### config.mk
export PLATFORM = sky130hd
export DESIGN_NAME = regfile_wb_arbiter
export DESIGN_NICKNAME = d
export VERILOG_FILES = /design/src/rtl/regfile_wb_arbiter_pkg.sv /design/src/rtl/regfile_wb_arbiter_rr_arb2.sv /design/src/rtl/regfile_wb_arbiter.sv
export SDC_FILE = /design/constraint.sdc
export NUM_CORES = 1
export LEC_CHECK = 0
export ABC_AREA = 1
export CAP_MARGIN = 20
export CORE_MARGIN = 3
export CORE_UTILIZATION = 53
export DETAILED_ROUTE_END_ITERATION = 8
export DONT_BUFFER_PORTS = 1
export GPL_TIMING_DRIVEN = 0
export HOLD_SLACK_MARGIN = 0.1
export PLACE_DENSITY = 0.75
export REMOVE_ABC_BUFFERS = 1
export SLEW_MARGIN = 25
export SYNTH_ARGS = -nofsm -noshare
export SYNTH_HDL_FRONTEND = slang
export SYNTH_SLANG_ARGS = --single-unit
### constraint.sdc
create_clock -name clk -period 2 [get_ports clk]
set_input_delay 0.4 -clock clk [delete_from_list [all_inputs] [get_ports clk]]
set_output_delay 0.4 -clock clk [all_outputs]
set_load 0.02 [all_outputs]
### src/rtl/regfile_wb_arbiter_pkg.sv
// Shared definitions for the register-file write-back arbiter and its
// round-robin sub-arbiter: default widths, the hard-wired zero register
// and the requester index map.
package regfile_wb_arbiter_pkg;

    localparam int ADDR_SIZE_DEF = 5;
    localparam int WORD_SIZE_DEF = 32;
    localparam int CNT_WIDTH_DEF = 16;

    // Architectural zero register; writes to it must never land.
    localparam int ZERO_REG = 0;

    // Requester positions inside the two-bit valid/grant vectors.
    localparam int REQ_ALU = 0;
    localparam int REQ_LD  = 1;

    // Which requester wins when both ask in the same cycle.
    typedef enum logic {
        PRI_ALU = 1'b0,
        PRI_LD  = 1'b1
    } rr_pri_e;

    // One-hot pick between two requesters given the current priority.
    function automatic logic [1:0] rr_pick(input logic [1:0] valid, input rr_pri_e pri);
        logic [1:0] grant;
        grant = 2'b00;
        case (valid)
            2'b01:   grant = 2'b01;
            2'b10:   grant = 2'b10;
            2'b11:   grant = (pri == PRI_ALU) ? 2'b01 : 2'b10;
            default: grant = 2'b00;
        endcase
        return grant;
    endfunction

endpackage

### src/rtl/regfile_wb_arbiter_rr_arb2.sv
// Two-way round-robin arbiter. Grant is combinational from the valids,
// the hold input and the internal priority pointer; the pointer flips to
// the other requester after every grant, whether or not that requester
// is currently asking.
module rr_arb2
    import regfile_wb_arbiter_pkg::*;
(
    input  logic       clk,
    input  logic       rst_n,
    input  logic       i_hold,
    input  logic [1:0] i_valid,
    output logic [1:0] o_grant
);

    rr_pri_e    r_rr_ptr;
    logic [1:0] w_grant;

    // Grant selection: nothing while frozen, otherwise round-robin pick.
    always_comb begin
        w_grant = 2'b00;
        if (!i_hold) begin
            w_grant = rr_pick(i_valid, r_rr_ptr);
        end
    end

    // Pointer moves to the requester that did not just win.
    always_ff @(posedge clk or negedge rst_n) begin
        if (!rst_n) begin
            r_rr_ptr <= PRI_ALU;
        end else if (w_grant[REQ_ALU]) begin
            r_rr_ptr <= PRI_LD;
        end else if (w_grant[REQ_LD]) begin
            r_rr_ptr <= PRI_ALU;
        end
    end

    assign o_grant = w_grant;

endmodule

### src/rtl/regfile_wb_arbiter.sv
// Shares the single register-file write port between the ALU and the load
// unit. Accepted writes are registered (one cycle latency) before they
// reach the regfile; writes to the zero register can be swallowed, and a
// saturating counter records cycles in which both units competed.
module regfile_wb_arbiter
    import regfile_wb_arbiter_pkg::*;
#(
    parameter int ADDR_SIZE   = ADDR_SIZE_DEF,
    parameter int WORD_SIZE   = WORD_SIZE_DEF,
    parameter bit ZERO_REG_RO = 1'b1,
    parameter int CNT_WIDTH   = CNT_WIDTH_DEF
)
(
    input  logic                 clk,
    input  logic                 rst_n,
    input  logic                 i_hold,
    input  logic                 i_req0_valid,
    input  logic [ADDR_SIZE-1:0] i_req0_addr,
    input  logic [WORD_SIZE-1:0] i_req0_data,
    output logic                 o_req0_ready,
    input  logic                 i_req1_valid,
    input  logic [ADDR_SIZE-1:0] i_req1_addr,
    input  logic [WORD_SIZE-1:0] i_req1_data,
    output logic                 o_req1_ready,
    output logic                 o_rf_w_en,
    output logic [ADDR_SIZE-1:0] o_rf_waddr,
    output logic [WORD_SIZE-1:0] o_rf_wdata,
    output logic [CNT_WIDTH-1:0] o_conflict_cnt
);

    logic [1:0]           w_valid;
    logic [1:0]           w_grant;
    logic                 w_xfer;
    logic [ADDR_SIZE-1:0] w_sel_addr;
    logic [WORD_SIZE-1:0] w_sel_data;
    logic                 w_zero_hit;
    logic                 w_conflict;

    logic                 r_w_en;
    logic [ADDR_SIZE-1:0] r_waddr;
    logic [WORD_SIZE-1:0] r_wdata;
    logic [CNT_WIDTH-1:0] r_conflict_cnt;

    assign w_valid[REQ_ALU] = i_req0_valid;
    assign w_valid[REQ_LD]  = i_req1_valid;

    rr_arb2 u_arb (
        .clk     (clk),
        .rst_n   (rst_n),
        .i_hold  (i_hold),
        .i_valid (w_valid),
        .o_grant (w_grant)
    );

    assign o_req0_ready = w_grant[REQ_ALU];
    assign o_req1_ready = w_grant[REQ_LD];

    assign w_xfer     = |w_grant;
    assign w_sel_addr = w_grant[REQ_LD] ? i_req1_addr : i_req0_addr;
    assign w_sel_data = w_grant[REQ_LD] ? i_req1_data : i_req0_data;
    assign w_zero_hit = ZERO_REG_RO && (w_sel_addr == ADDR_SIZE'(ZERO_REG));
    assign w_conflict = i_req0_valid && i_req1_valid && !i_hold;

    // Output stage: stage the accepted write for the regfile; address and
    // data keep their last value when nothing is accepted.
    always_ff @(posedge clk or negedge rst_n) begin
        if (!rst_n) begin
            r_w_en  <= 1'b0;
            r_waddr <= '0;
            r_wdata <= '0;
        end else begin
            r_w_en <= w_xfer && !w_zero_hit;
            if (w_xfer) begin
                r_waddr <= w_sel_addr;
                r_wdata <= w_sel_data;
            end
        end
    end

    // Conflict counter: counts contended, unfrozen cycles and sticks at max.
    always_ff @(posedge clk or negedge rst_n) begin
        if (!rst_n) begin
            r_conflict_cnt <= '0;
        end else if (w_conflict && (r_conflict_cnt != {CNT_WIDTH{1'b1}})) begin
            r_conflict_cnt <= r_conflict_cnt + 1'b1;
        end
    end

    assign o_rf_w_en      = r_w_en;
    assign o_rf_waddr     = r_waddr;
    assign o_rf_wdata     = r_wdata;
    assign o_conflict_cnt = r_conflict_cnt;

endmodule

==> results.yml, run 1 <==
run_status:
  status: "complete, no violations"
place:
  portBuffers: 0
  dp_slack_ns: -0.4132
  place_inst: 390
  gp_congestion: 0.7750
  dp_hpwl_microns: 4479
clocking:
  worstSkewPairLatency_ns: 0.29
  root_buffer: "clkbuf_8"
  htree_levels: 2
  cts_sinks: 55
  clkSlewWorstSetupHoldPaths_ns: 0.09
  cts_buffers: 5
  clk_path_buf_depth: 2
  cts_tree: "yes"
critical_path:
  end_kind: "output port"
  cp_max_fo: 41
  worst_path_largest_cell_delay_ns: 0.38
  r2r_cells: 9
  endpoint: "o_req1_ready"
  reg2reg_slack_ns: 0.20
  r2r_start: "o_conflict_cnt[0]$_DFFE_PN0P_"
  cp_cell_sequence: "inv_2 > nand2_1 > nand2_8 > inv_1"
  required_ns: 1.60
  cp_slowest_cell: "dfrtp_1"
  reg2reg_to: "o_conflict_cnt[13]$_DFFE_PN0P_"
  startpoint: "u_arb.r_rr_ptr$_DFFE_PN0P_"
  arrival_ns: 1.47
  crit_path_start_kind: "flop"
  critical_path_class: "flop to output port"
power_and_ir_drop:
  pwr_density_cell_nw_per_um2: 1025
  cellLeakagePower_nw: 1.324
  fin_total_pwr_mw: 2.996
  vdd_drop_max_mv: 0.5731
floorplan:
  core_area_sq_um: 4880
  dieArea_sq_um: 6140
  die_x_microns: 78.36
  ioPinCount: 135
  die_h_microns: 78.36
  initial_utilization_pct: 56.87
  fp-row-count: 25
run:
  max-cap-violations: 0
layout:
  layout-drive-gt1-share_pct: 11.11
  fin_cells: 400
  seq_area_sq_um: 1376
  area_growth_pct: 5.320
  diodes: 0
  finalNetCount: 413
  nFillCells: 451
  multiInputGateArea_sq_um: 1220
  final_cell_mix: "nor2_1 (80), nand2_1 (74), dfrtp_1 (55)"
  layout_commonest_cell: "nor2_1"
global_route:
  grt.busiest_layer: "met2"
  grt.met2_usage_pct: 36.56
  gr-usage-met1_pct: 25.28
  grtUsageMet3_pct: 4.931
  antenna_found_initial: 0
  grt_pass1_vias: 2015
  grt_pass1_wl_microns: 10010
  grt_use_total_pct: 20.59
  grt_max_degree: 56
  grt-ovfl-total: 0
sta:
  fin_crit_ns: 1.866
  worst_pin_slew_ns: 0.8822
  slew_headroom_pct: 41.18
  min_period_over_period_pct: 93.31
  fin_ws_ns: 0.1339
  fmax_mhz: 535.9
  setup_viol: 0
  fin_worst_skew_ns: 0.004553
  hold_viol_final: 0
  final_max_slew_viol_count: 0
  rsz0062_at_grt: "no"
routing:
  drt_iter0_drc: 102
  ant_nets: 0
  wl_per_cell_microns: 16.00
  drt-vias-per-instance: 5.448
  vias: 2179
  first_pass_iters: 4
  wl_microns: 6400
  drcViolationCount: 0
yosys:
  synth_cell_types: 26
  dominantRegCellSynth: "dfrtp_1"
  synth_area_sq_um: 2775
  ys_seq_area_share_pct: 49.59
  ys_ff_latch: 55
  synth_edf_count: 0
  yosys.area.top_type: "dfrtp_1"
  synth.avg_cell_area_sq_um: 8.259
  synth_warnings: 0
  yosys.area.top_type_share_pct: 49.59
  synth_area_leaders: "dfrtp_1 (50%), nor2_1 (11%), nand2_1 (10%), o22ai_1 (7.2%), inv_1 (3.1%)"
  syn_inst: 336
  synthArstFlopShare_pct: 100.0
hold_path:
  hp-class: "input pin to flop"
## logic make-up after synthesis
family	count (synthesis)	share of synthesized area (%)
flops	55	49.59
xor+xnor	9	2.841
compound gates	50	11.68
buf+inv	40	7.754
simple gates	181	27.68
fa+ha+maj	1	0.4508
## per-layer routing
layer	up-vias	wire length, microns
met5	-	0
met4	0	84
met3	8	428
met2	88	3296
met1	1013	2590
li1	1070	-
## area by class of cell
cell class | instances | area share (%)
repair buffers | 2 | 1.284
clock inverters | 1 | 1.027
well taps | 67 | 2.868
multi-input cells | 242 | 41.74
inverters | 27 | 3.510
clock buffers | 6 | 2.483
flip-flops and latches | 55 | 47.09
## cell usage after synthesis, types with 2 or more instances
| master | n |
|---|---|
| o22ai_1 | 32 |
| xor2_1 | 7 |
| nand3_1 | 6 |
| inv_1 | 23 |
| buf_2 | 3 |
| nand4_1 | 2 |
| o21ai_2 | 6 |
| nor2_1 | 80 |
| nor2_4 | 3 |
| inv_2 | 3 |
| o21ai_1 | 6 |
| buf_4 | 4 |
| nand2_1 | 74 |
| buf_6 | 6 |
| o21ai_0 | 5 |
| nand2_2 | 10 |
| dfrtp_1 | 55 |
| xnor2_1 | 2 |
| nor2_2 | 2 |
## state kept, by name, indices dropped and copies added (netlist names)
signal          flops
o_rf_wdata         32
o_conflict_cnt     16
o_rf_waddr          5
o_rf_w_en           1
u_arb.r_rr_ptr      1
## worst max-delay path: cells and delay by family (launching register included)
kind                   cells  cell delay (ns)
AND/OR/NAND/NOR            2             0.47
flip-flops                 1             0.38
buffers and inverters      2             0.30
## worst min path at each step
stage	start	slack [ns]	to	cells after the start
global placement	rst_n	0.11	o_rf_wdata[4]$_DFFE_PN0P_	0
detailed placement	rst_n	0.11	o_rf_wdata[4]$_DFFE_PN0P_	0
global route	i_req0_data[22]	0.24	o_rf_wdata[22]$_DFFE_PN0P_	2
floorplan	rst_n	0.10	o_conflict_cnt[0]$_DFFE_PN0P_	0
finish	i_req0_data[5]	0.25	o_rf_wdata[5]$_DFFE_PN0P_	2
CTS	i_req0_data[5]	0.24	o_rf_wdata[5]$_DFFE_PN0P_	2
## timing repair
action                                  4_1_cts  5_1_grt
pin swaps                                     1        0
hold buffers                                  2        0
gates resized for setup                       2        2
buffers inserted                              0        0
endpoints found under the hold margin        55        0
cloned                                        1        0
endpoints found under the setup margin       40       12
## where the power goes
part,leakage [nW],internal (mW),switching [mW]
registers,0.653,1.32,0.473
logic,0.620,0.194,0.318
clock network,0.0513,0.367,0.326
## through the flow
step	setup TNS [ns]	hold slack (ns)	utilization, %	area (sq um)
after global placement	-10.29	0.1056	56.28	2746
final	0	0.2470	59.90	2923
after detailed placement	-12.20	0.1056	56.28	2746
after global routing	0	0.2436	59.90	2923
after floorplan	0	0.1044	-	2663
after CTS	0	0.2359	59.54	2905
Power figures use the tool's default switching activity.
==> run 2: changes to the inputs <==
Settings changed: CORE_UTILIZATION 53 to 41, CTS_BUF_LIST set to sky130_fd_sc_hd__clkbuf_8 sky130_fd_sc_hd__clkbuf_16, DONT_BUFFER_PORTS 1 to not set, PLACE_DENSITY 0.75 to 0.88.
==> results.yml, run 2 (synthesis gave the netlist of run 1 again) <==
power_and_ir_drop:
  pwr_density_cell_nw_per_um2: 839.4
  cellLeakagePower_nw: 1.896
  vdd_drop_max_mv: 0.5267
  fin_total_pwr_mw: 3.653
critical_path:
  worst_path_largest_cell_delay_ns: 0.50
  cp_cell_sequence: "clkdlybuf4s50_1 > inv_2 > nor2_4 > nand2_8 > inv_1 > buf_2"
  arrival_ns: 1.54
  required_ns: 1.60
  startpoint: "i_req1_valid"
  cp_slowest_cell: "clkdlybuf4s50_1"
  cp_max_fo: 11
  r2r_cells: 9
  crit_path_start_kind: "input pin"
  end_kind: "output port"
  endpoint: "o_req1_ready"
  reg2reg_to: "o_conflict_cnt[10]$_DFFE_PN0P_"
  reg2reg_slack_ns: 0.19
  r2r_start: "o_conflict_cnt[0]$_DFFE_PN0P_"
  critical_path_class: "input pin to output port"
clocking:
  cts_buffers: 5
  htree_levels: 2
  cts_sinks: 55
  clk_path_buf_depth: 2
  worstSkewPairLatency_ns: 0.30
  root_buffer: "clkbuf_8"
  clkSlewWorstSetupHoldPaths_ns: 0.09
  cts_tree: "yes"
routing:
  ant_nets: 0
  drcViolationCount: 0
  drt-vias-per-instance: 5.099
  first_pass_iters: 4
  wl_per_cell_microns: 16.15
  vias: 2820
  drt_iter0_drc: 102
  wl_microns: 8933
floorplan:
  ioPinCount: 135
  initial_utilization_pct: 42.97
  dieArea_sq_um: 7792
  die_h_microns: 88.27
  die_x_microns: 88.27
  fp-row-count: 29
  core_area_sq_um: 6459
layout:
  area_growth_pct: 56.81
  nFillCells: 527
  largest_reg_flops: 32
  finalNetCount: 555
  diodes: 0
  layout-drive-gt1-share_pct: 10.71
  final_cell_mix: "clkdlybuf4s50_1 (131), nor2_1 (80), nand2_1 (73)"
  layout_commonest_cell: "clkdlybuf4s50_1"
  seq_area_sq_um: 1376
  multiInputGateArea_sq_um: 1241
  postLayoutCoreUtil_pct: 67.38
run:
  max-cap-violations: 0
place:
  gp_congestion: 0.7463
  dp_hpwl_microns: 6035
  portBuffers: 134
sta:
  rsz0062_at_grt: "no"
  worst_pin_slew_ns: 0.8865
  min_period_over_period_pct: 96.96
  fmax_mhz: 515.7
  fin_crit_ns: 1.939
  final_max_slew_viol_count: 0
  tns_ns: 0
  setup_viol: 0
  fin_worst_skew_ns: 0.008176
  hold_viol_final: 0
  slew_headroom_pct: 40.89
global_route:
  grt_max_degree: 55
  grt_use_total_pct: 22.37
  grt_pass1_wl_microns: 13370
  grt_pass1_vias: 2766
  grt-ovfl-total: 0
  antenna_found_initial: 0
hold_path:
  hp-class: "input pin to async pin"
run_status:
  status: "complete, no violations"
## run 2: cell count changes in the layout (fill, tap and decap cells not counted)
cell | before | now
buf_2 | 0 | 1
buf_4 | 0 | 7
clkbuf_1 | 1 | 0
clkbuf_8 | 5 | 6
clkdlybuf4s15_2 | 0 | 1
clkdlybuf4s50_1 | 0 | 131
clkinv_2 | 1 | 2
nand2_1 | 74 | 73
nand2_2 | 8 | 9
nand2_4 | 1 | 4
nand2_8 | 2 | 1
nor2_2 | 2 | 1
nor2_4 | 3 | 4
## run 2: layer usage
metal  vias up  track usage, %  wire [microns]
met5         -               0               0
met3        16           5.680             746
met1      1344           27.20            3617
met2       109           39.56            4409
li1       1351               -               -
met4         0           5.907             160
## run 2: cell type report
cell class                      count  share of cell area, %
Clock buffer                        6                  1.898
Sequential cell                    55                  31.63
Tap cell                           77                  2.214
Timing Repair Buffer              142                  32.58
Multi-Input combinational cell    244                  28.52
Clock inverter                      2                 0.8051
Inverter                           27                  2.358
## run 2: worst max-delay path: cells and delay by family
| kind | cells | cell delay (ns) |
|---|---|---|
| buf+inv | 4 | 0.85 |
| simple gates | 2 | 0.30 |
## run 2: metrics by stage
| stage | area (sq um) | instances | hold WS, ns | setup WS (ns) |
|---|---|---|---|---|
| 2_1_floorplan | 2663 | 323 | 0.1044 | 0.1559 |
| 3_5_place_dp | 4125 | 535 | 0.1995 | -1.091 |
| 5_1_grt | 4352 | 553 | 0.4370 | 0.006956 |
| 4_1_cts | 4344 | 552 | 0.4108 | 0.01770 |
| 6_report | 4352 | 553 | 0.4244 | 0.06076 |
| 3_3_place_gp | 4100 | 534 | 0.4739 | -1.138 |
## run 2: where the power goes
group | total [mW] | switching [mW] | internal [mW]
Combinational | 1.41 | 0.726 | 0.679
Sequential | 1.50 | 0.179 | 1.32
Clock | 0.749 | 0.344 | 0.405
Total | 3.65 | 1.25 | 2.40
## run 2: timing repair
action	CTS	global route
setup endpoints to repair	40	1
resized for setup	12	0
pin swaps	4	1
setup buffers	5	1
gates cloned	3	0
hold endpoints to repair	55	0
hold buffers	1	0
## run 2: how the worst min path moves through the flow
stage	end	slack, ns	depth (start not counted)
after floorplan	o_conflict_cnt[0]$_DFFE_PN0P_	0.10	0
after global placement	o_rf_waddr[0]$_DFFE_PN0P_	0.47	2
after detailed placement	o_conflict_cnt[15]$_DFFE_PN0P_	0.20	1
after CTS	o_conflict_cnt[15]$_DFFE_PN0P_	0.41	2
after global routing	o_conflict_cnt[15]$_DFFE_PN0P_	0.44	2
final	o_conflict_cnt[15]$_DFFE_PN0P_	0.42	2
